File: config.mk
export PLATFORM = sky130hd
export DESIGN_NAME = csr_exec_unit
export DESIGN_NICKNAME = d
export VERILOG_FILES = /design/src/rtl/csr_exec_unit.sv
export SDC_FILE = /design/constraint.sdc
export NUM_CORES = 1
export LEC_CHECK = 0
export ABC_AREA = 1
export BUFFER_PORTS_ARGS = -buffer_cell sky130_fd_sc_hd__buf_2
export CAP_MARGIN = 10
export CORE_AREA = 2 2 171 173
export DETAILED_ROUTE_END_ITERATION = 16
export DIE_AREA = 0 0 173 175
export GPL_TIMING_DRIVEN = 0
export PLACE_DENSITY_LB_ADDON = 0.08
export REMOVE_ABC_BUFFERS = 1
export SYNTH_ARGS = -nofsm -noshare
export SYNTH_HDL_FRONTEND = slang
export SYNTH_SLANG_ARGS = --single-unit
File: constraint.sdc
create_clock -name clk -period 1.65 [get_ports clk]
set_input_delay 0.165 -clock clk [delete_from_list [all_inputs] [get_ports clk]]
set_output_delay 0.165 -clock clk [all_outputs]
set_load 0.05 [all_outputs]
File: src/rtl/csr_exec_unit.sv
// ----------------------------------------------------------------------------
// csr_exec_unit
//
// Initiator side of the CSR access interface. Runs one Zicsr instruction
// (CSRRW/CSRRS/CSRRC and their immediate forms) as an explicit
// read-then-write sequence against the CSR register file:
//   IDLE  -> accept request, latch operands
//   READ  -> present address, capture combinational read data / exception
//   WRITE -> single-cycle write strobe with the computed value
//   RESP  -> one-cycle done pulse carrying old value or trap
//
// Optional build macro:
//   CSR_RO_CHECK_EN - when defined, any instruction that would write a CSR
//                     whose addr[11:10] == 2'b11 (read-only space) traps with
//                     code 2 during READ and issues no write strobe. Pure
//                     reads of such addresses are still allowed. When not
//                     defined, legality is decided only by the CSR file's
//                     exc_en.
//
// Ports:
//   clk, rst      clock; synchronous active-high reset
//   start/ready   request handshake from execute stage (accepted in IDLE)
//   flush         pipeline kill; only honoured while in READ
//   funct3        Zicsr funct3 (bit 2 selects immediate form)
//   csr_addr      target CSR address
//   rs1_idx       rs1 index, or uimm for immediate forms
//   rs1_val       rs1 register value
//   rd_idx        destination register index
//   r_csr_addr    address presented to the CSR file
//   csr_data      CSR file read data (combinational on r_csr_addr)
//   exc_en        CSR file illegal-access flag
//   exc_code      CSR file exception cause
//   exc_val       CSR file trap value
//   we_csr        write strobe to CSR file (only in WRITE)
//   w_csr_data    write data to CSR file
//   done          one-cycle completion pulse
//   rd_we         write old CSR value to rd (valid with done)
//   rd_out        latched rd index
//   rd_data       old CSR value
//   trap          trap indication (valid with done)
//   trap_code     trap cause
//   trap_val      trap value
// ----------------------------------------------------------------------------
module csr_exec_unit #(
    parameter int unsigned XLEN = 64
) (
    input  logic            clk,
    input  logic            rst,
    input  logic            start,
    output logic            ready,
    input  logic            flush,
    input  logic [2:0]      funct3,
    input  logic [11:0]     csr_addr,
    input  logic [4:0]      rs1_idx,
    input  logic [XLEN-1:0] rs1_val,
    input  logic [4:0]      rd_idx,
    output logic [11:0]     r_csr_addr,
    input  logic [XLEN-1:0] csr_data,
    input  logic            exc_en,
    input  logic [3:0]      exc_code,
    input  logic [XLEN-1:0] exc_val,
    output logic            we_csr,
    output logic [XLEN-1:0] w_csr_data,
    output logic            done,
    output logic            rd_we,
    output logic [4:0]      rd_out,
    output logic [XLEN-1:0] rd_data,
    output logic            trap,
    output logic [3:0]      trap_code,
    output logic [XLEN-1:0] trap_val
);

    localparam logic [3:0] CAUSE_ILLEGAL = 4'd2;

    typedef enum logic [1:0] {
        IDLE,
        READ,
        WRITE,
        RESP
    } state_t;

    state_t state;
    state_t state_next;

    // Latched request
    logic [2:0]      f3_q;
    logic [11:0]     addr_q;
    logic [4:0]      rs1_idx_q;
    logic [XLEN-1:0] rs1_val_q;
    logic [4:0]      rd_q;

    // Results captured at the end of READ
    logic [XLEN-1:0] old_val_q;
    logic [XLEN-1:0] wdata_q;
    logic            trap_q;
    logic [3:0]      trap_code_q;
    logic [XLEN-1:0] trap_val_q;

    // Combinational decode of the latched request
    logic [XLEN-1:0] src;
    logic [XLEN-1:0] new_val;
    logic            write_needed;
    logic            illegal_f3;
    logic            ro_hit;
    logic            trap_now;
    logic [3:0]      trap_code_now;
    logic [XLEN-1:0] trap_val_now;
    logic            accept;

    assign accept = (state == IDLE) && start;

    always_comb begin
        src = f3_q[2] ? {{(XLEN-5){1'b0}}, rs1_idx_q} : rs1_val_q;
    end

    // New value uses the live read data so it can be registered at the
    // READ->WRITE edge together with old_val.
    always_comb begin
        new_val = csr_data;
        case (f3_q[1:0])
            2'b01:   new_val = src;
            2'b10:   new_val = csr_data | src;
            2'b11:   new_val = csr_data & ~src;
            default: new_val = csr_data;
        endcase
    end

    // Set/clear with a zero operand is a pure read: no write side effects.
    always_comb begin
        write_needed = (f3_q[1:0] == 2'b01) || (rs1_idx_q != 5'd0);
        illegal_f3   = (f3_q[1:0] == 2'b00);
    end

`ifdef CSR_RO_CHECK_EN
    always_comb begin
        ro_hit = (addr_q[11:10] == 2'b11) && write_needed;
    end
`else
    always_comb begin
        ro_hit = 1'b0;
    end
`endif

    // Trap priority: malformed funct3 first, then the CSR file's own
    // exception (cause/value passed through), then the read-only decode.
    always_comb begin
        trap_now      = 1'b0;
        trap_code_now = '0;
        trap_val_now  = '0;
        if (illegal_f3) begin
            trap_now      = 1'b1;
            trap_code_now = CAUSE_ILLEGAL;
            trap_val_now  = {{(XLEN-12){1'b0}}, addr_q};
        end else if (exc_en) begin
            trap_now      = 1'b1;
            trap_code_now = exc_code;
            trap_val_now  = exc_val;
        end else if (ro_hit) begin
            trap_now      = 1'b1;
            trap_code_now = CAUSE_ILLEGAL;
            trap_val_now  = {{(XLEN-12){1'b0}}, addr_q};
        end
    end

    // State register
    always_ff @(posedge clk) begin
        if (rst) begin
            state <= IDLE;
        end else begin
            state <= state_next;
        end
    end

    // Next-state and control outputs
    always_comb begin
        state_next = state;
        ready      = 1'b0;
        we_csr     = 1'b0;
        done       = 1'b0;
        rd_we      = 1'b0;
        trap       = 1'b0;
        case (state)
            IDLE: begin
                ready = 1'b1;
                if (start) begin
                    state_next = READ;
                end
            end
            READ: begin
                if (flush) begin
                    state_next = IDLE;
                end else if (!trap_now && write_needed) begin
                    state_next = WRITE;
                end else begin
                    state_next = RESP;
                end
            end
            WRITE: begin
                we_csr     = 1'b1;
                state_next = RESP;
            end
            RESP: begin
                done       = 1'b1;
                trap       = trap_q;
                rd_we      = !trap_q && (rd_q != 5'd0);
                state_next = IDLE;
            end
            default: begin
                state_next = IDLE;
            end
        endcase
    end

    // Datapath registers
    always_ff @(posedge clk) begin
        if (rst) begin
            f3_q        <= '0;
            addr_q      <= '0;
            rs1_idx_q   <= '0;
            rs1_val_q   <= '0;
            rd_q        <= '0;
            old_val_q   <= '0;
            wdata_q     <= '0;
            trap_q      <= 1'b0;
            trap_code_q <= '0;
            trap_val_q  <= '0;
        end else begin
            if (accept) begin
                f3_q      <= funct3;
                addr_q    <= csr_addr;
                rs1_idx_q <= rs1_idx;
                rs1_val_q <= rs1_val;
                rd_q      <= rd_idx;
            end
            if ((state == READ) && !flush) begin
                old_val_q   <= csr_data;
                wdata_q     <= new_val;
                trap_q      <= trap_now;
                trap_code_q <= trap_code_now;
                trap_val_q  <= trap_val_now;
            end
        end
    end

    assign r_csr_addr = addr_q;
    assign w_csr_data = wdata_q;
    assign rd_out     = rd_q;
    assign rd_data    = old_val_q;
    assign trap_code  = trap_code_q;
    assign trap_val   = trap_val_q;

endmodule

Yosys cells after proc, flatten, opt, wreduce, memory -nomap -nowiden
Index checks and enable logic that the tools add are counted.
{"block": "totals", "mem_bits_ro": 0, "elab_cells": 50, "latch_bits": 0, "mem_count": 0, "mem_bits_rw": 0, "ff_bits": 288, "input_bits": 226}
{"block": "op_classes", "mul": 0, "n_div": 0, "bitwise": 3, "shift": 0, "add_sub_neg": 0, "reduce_logical": 12, "n_eq_ne": 7, "n_lt_le_gt_ge": 0, "muxes": 17}
{"op": "two-way mux 64 bit", "n": 3}
{"op": "one-hot mux 64 bit (3 select lines)", "n": 1}
{"op": "bitwise AND 64 bit", "n": 1}
{"op": "inverter 64 bit", "n": 1}
{"op": "bitwise OR 64 bit", "n": 1}
{"op": "nonzero test 5 bit", "n": 2}
{"op": "equality test 2 bit, second input constant", "n": 4}
{"op": "two-way mux 1 bit", "n": 8}
{"op": "two-way mux 4 bit", "n": 2}
{"op": "one-hot mux 2 bit (4 select lines)", "n": 1}
{"op": "equality test 2 x 1 -> 1 bit, second input constant", "n": 2}
{"op": "logical AND 1 bit", "n": 4}
{"op": "zero test 2 bit", "n": 2}
{"op": "two-way mux 2 bit", "n": 2}
{"op": "zero test 1 bit", "n": 3}
{"op": "inequality test 2 bit, second input constant", "n": 1}
{"op": "logical OR 1 bit", "n": 1}

Logic depth before layout (Yosys ltp)
{"block": "depth", "ltp_word": 7, "mapped_depth": 9}

Worst setup path before layout
No wires, ideal clock.
{"block": "synth_timing", "path_type": "reg-to-reg", "startpoint": "reg state[0]", "endpoint": "reg f3_q[2]", "stages_incl_launch_ff": 8, "required_ns": 1.518, "setup_slack_ns": -0.003, "t_arrival_ns": 1.521, "path_buffers": 3, "synth_period_minus_slack_ns": 1.653, "cell_sequence": "dfxtp_1 > buf_4 > nor2_2 > nand2_1 > buf_2 > clkbuf_2 > o21ai_0 > a21oi_1"}
{"block": "synth_via", "elab_chain_cells": 2}
{"item": "from (decl)", "line_no": "82", "source": "state_t state;"}
{"item": "from (signal assigned)", "line_no": "170", "source": "state <= state_next;"}
{"item": "zero test 2 bit", "line_no": "110", "source": "assign accept = (state == IDLE) && start;"}
{"item": "logical AND 1 bit", "line_no": "110"}
{"item": "to (signal assigned)", "line_no": "229", "source": "f3_q <= funct3;"}
{"item": "to (decl)", "line_no": "86", "source": "logic [2:0] f3_q;"}
Every way passes these cells.
A chain may end at the register's enable or synchronous reset.

Worst setup path after layout
{"block": "layout_timing", "startpoint": "reg f3_q[0]", "endpoint": "reg wdata_q[4], in the netlist w_csr_data[4]"}
{"block": "layout_via", "elab_chain_cells": 2, "elab_cells_between_ends": 4, "cone_classes": "eq/ne (3); mux (1)"}
{"item": "equality test 2 bit / equality test 2 x 1 -> 1 bit (equally long branches)", "line_no": "120", "source": "case (f3_q[1:0])"}
{"item": "one-hot mux 64 bit (3 select lines) (*)", "line_no": "120"}
{"item": "to (signal assigned)", "line_no": "237", "source": "wdata_q <= new_val;"}
{"item": "to (decl)", "line_no": "94", "source": "logic [XLEN-1:0] wdata_q;"}
Every way passes the cells marked *; elsewhere a longest branch is shown, timed or not.

==> results.cfg <==
[status]
status = completed

[grt]
track_usage_pct = 30.4
grt_pass1_vias = 13400
grt_max_degree = 93
grt_pass1_wl_um = 74200
gr-total-overflow = 0
antenna_found_initial = 3

[worst_setup_path]
critical_path_class = reg -> reg
path_delay_family = simple AND/OR/NAND/NOR gates
rrSetupSlack_ns = 0.03
critical_path_peak_fanout = 18
r2r_end = w_csr_data[4]
arrival_ns = 2.02
end_kind = register
r2r_cells = 7
critPathBufInv = 1
max_stage_delay_ns = 0.58
cp_slowest_cell = dfxtp_4
crit_chain = inv_2 > nand2_4 > nand2_8 > nand2_1 > nand2_1 > nor2_1 > nor2_1
required_ns = 2.05
cp-start-kind = register
reg2reg_from = f3_q[0]

[final_layout]
num-fill-cells = 2484
fin_nets = 2615
fin_area_um2 = 18800
syn_to_final_growth_pct = 50.1
drive_gt1_share_pct = 24.2

[timing]
finalCritPeriodShare_pct = 97.9
period_needed_ns = 1.62
setup_viol = 0
finalHoldViolations = 0
finClkSkew_ns = 0.0112
worst_slew_pin_slew_ns = 1.03
fin_ws_ns = 0.0342
finalMaxSlewViolations = 0
hold_ws_ns = 0.0103
fmax_ghz = 0.619
relSlewSlack_pct = 31.2

[yosys]
syn_area_um2 = 12500
synth_seq_area_share_pct = 46.0
yosys_warnings = 0
avgSynthCellArea_um2 = 6.95
synth_edf_count = 0
yosysTopAreaCell = dfxtp_1
syn_inst = 1803
synth_ff_type = dfxtp_1
synthTopCellsByCount = 498 x nand2_1, 288 x dfxtp_1, 205 x a21oi_1, 179 x nand3_1, 178 x nor2_1
ys_ff_latch = 288
yosysMostFrequentCell = nand2_1
synth_cell_types = 23
ys_top_cells_by_area = dfxtp_1 46%, nand2_1 15%, a21oi_1 8.2%, nand3_1 7.2%, nor2_1 5.3%
async_flop_share_pct = 0
yosys.area.top_type_share_pct = 46.0

[pwr]
vdd_drop_max_uv = 705
p_leak_nw = 8.79
p_per_area_nw_per_um2 = 1070
fin_total_pwr_mw = 20.1

[clocking]
worstSkewPairLatency_ns = 0.50
clock_sinks = 288
cts_buffers = 34
cts_tree = yes
clk_path_buf_depth = 3
htreeDepth = 2
cts.reportedPaths.clkPinSlew_ns = 0.06
root_buffer = clkbuf_16

[floorplan]
num_io_pins = 444
die_area_um2 = 30300
core-area_um2 = 28400
start_util_pct = 44.1
rows = 62
die_h_um = 175
die_x_um = 173

[placed_design]
pre_cts_slack_ns = -1.41
portBuffers = 443
dpl_cell_area_um2 = 14900
hpwl_um = 26100
place_congestion = 0.837

[worst_hold_path]
hold_path_end = trap_val[58]
hold_path_depth = 5
min_from = exc_val[58]
hp-class = in -> reg

[detailed_routing]
dr_wl_met3_um = 3650
dr_wl_met2_um = 24100
drt_iter0_markers = 919
drcViolationCount = 0
wl_per_cell_um = 17.5
wl_met1_um = 19600
vias_per_cell = 5.09
drt_wl_total_um = 49000
highest_layer = met4
vias = 14200
antenna_left = 0
drt_pre_antenna_iters = 8

[job]
cap_violations = 0
==> cells by family (layout without fill, tap and decap cells) <==
kind of cell    Yosys count  count (layout)  share of synthesized area [%]
simple gates            865             872                           28.0
buf+inv                 278             881                           9.86
other cells               0               4                              0
compound gates          372             372                           16.1
flops                   288             288                           46.0
==> sequential cells by signal (all words and copies together), names as in the netlist, named ones only <==
name / cells
rd_out: 5
rs1_idx_q: 5
trap_code: 4
rd_data: 64
state: 1
f3_q: 3
trap_q: 1
r_csr_addr: 12
w_csr_data: 64
rs1_val_q: 64
trap_val: 64
==> final cells by class <==
type | instances | area (um^2) | share of cell area (%)
Sequential cell | 288 | 5790 | 30.8
Multi-Input combinational cell | 1244 | 5690 | 30.2
Timing Repair Buffer | 686 | 5170 | 27.5
Clock buffer | 54 | 1090 | 5.79
Inverter | 134 | 522 | 2.77
Tap cell | 384 | 480 | 2.55
Clock inverter | 6 | 55.1 | 0.293
Antenna cell | 4 | 10.0 | 0.0532
Timing Repair inverter | 1 | 7.51 | 0.0399
==> where the power goes <==
group / internal (mW) / total [mW] / switching [mW]
Clock: 4.68 / 7.64 / 2.96
Sequential: 7.42 / 7.71 / 0.296
Combinational: 1.67 / 4.73 / 3.06
==> placed cells by master, fill, tap and decap left out, types with 3 or more instances in the layout <==
| cell type | count |
|---|---|
| diode_2 | 4 |
| nor2_1 | 178 |
| clkbuf_16 | 41 |
| inv_1 | 127 |
| clkbuf_1 | 7 |
| nand2_1 | 496 |
| dfxtp_4 | 5 |
| buf_12 | 8 |
| nor2_4 | 3 |
| o21ai_1 | 7 |
| nand3_1 | 179 |
| nand2_4 | 4 |
| bufbuf_16 | 6 |
| clkinv_2 | 5 |
| buf_4 | 20 |
| a21oi_1 | 205 |
| clkbuf_8 | 10 |
| dfxtp_1 | 282 |
| o21a_1 | 60 |
| nand2_8 | 5 |
| buf_16 | 16 |
| dlygate4sd3_1 | 188 |
| buf_2 | 441 |
| o21ai_0 | 99 |
==> worst reg2reg max path: stages (launching register included) <==
cell and delay, ns:
dfxtp_4 0.58, inv_2 0.13, nand2_4 0.21, nand2_8 0.19
nand2_1 0.13, nand2_1 0.07, nor2_1 0.15, nor2_1 0.06
==> timing repair <==
action                                  CTS  global route
gates cloned                             16             5
pin swaps                                 6             3
endpoints found under the setup margin  226           106
gates resized for setup                  22            14
hold endpoints to repair                211             0
setup buffers                            23             3
hold buffers                            188             0
==> worst max path at each step <==
stage / startpoint / slack, ns / end / cells past startpoint
floorplan: state[0] / -2.34 / r_csr_addr[0] / 5
global placement: state[0] / -4.78 / rs1_val_q[0] / 5
detailed placement: f3_q[1] / -1.41 / w_csr_data[10] / 8
CTS: state[0] / 0.007 / rs1_val_q[36] / 6
global route: f3_q[0] / -0.05 / w_csr_data[4] / 7
finish: f3_q[0] / 0.03 / w_csr_data[4] / 7
==> per-layer routing <==
metal	vias up	GRT usage, %
met5	-	0
met4	0	11.4
met3	110	6.01
met2	599	53.7
met1	6585	36.6
li1	6951	-
==> per-stage QoR <==
step | utilization (%) | instances | setup TNS, ns
floorplan | - | 1659 | -531.90
global placement | 51.0 | 2486 | -1133.88
detailed placement | 52.5 | 2502 | -138.52
CTS | 65.6 | 2789 | 0
global route | 66.3 | 2801 | -0.0570
finish | 66.3 | 2801 | 0
Power figures use the tool's default switching activity.
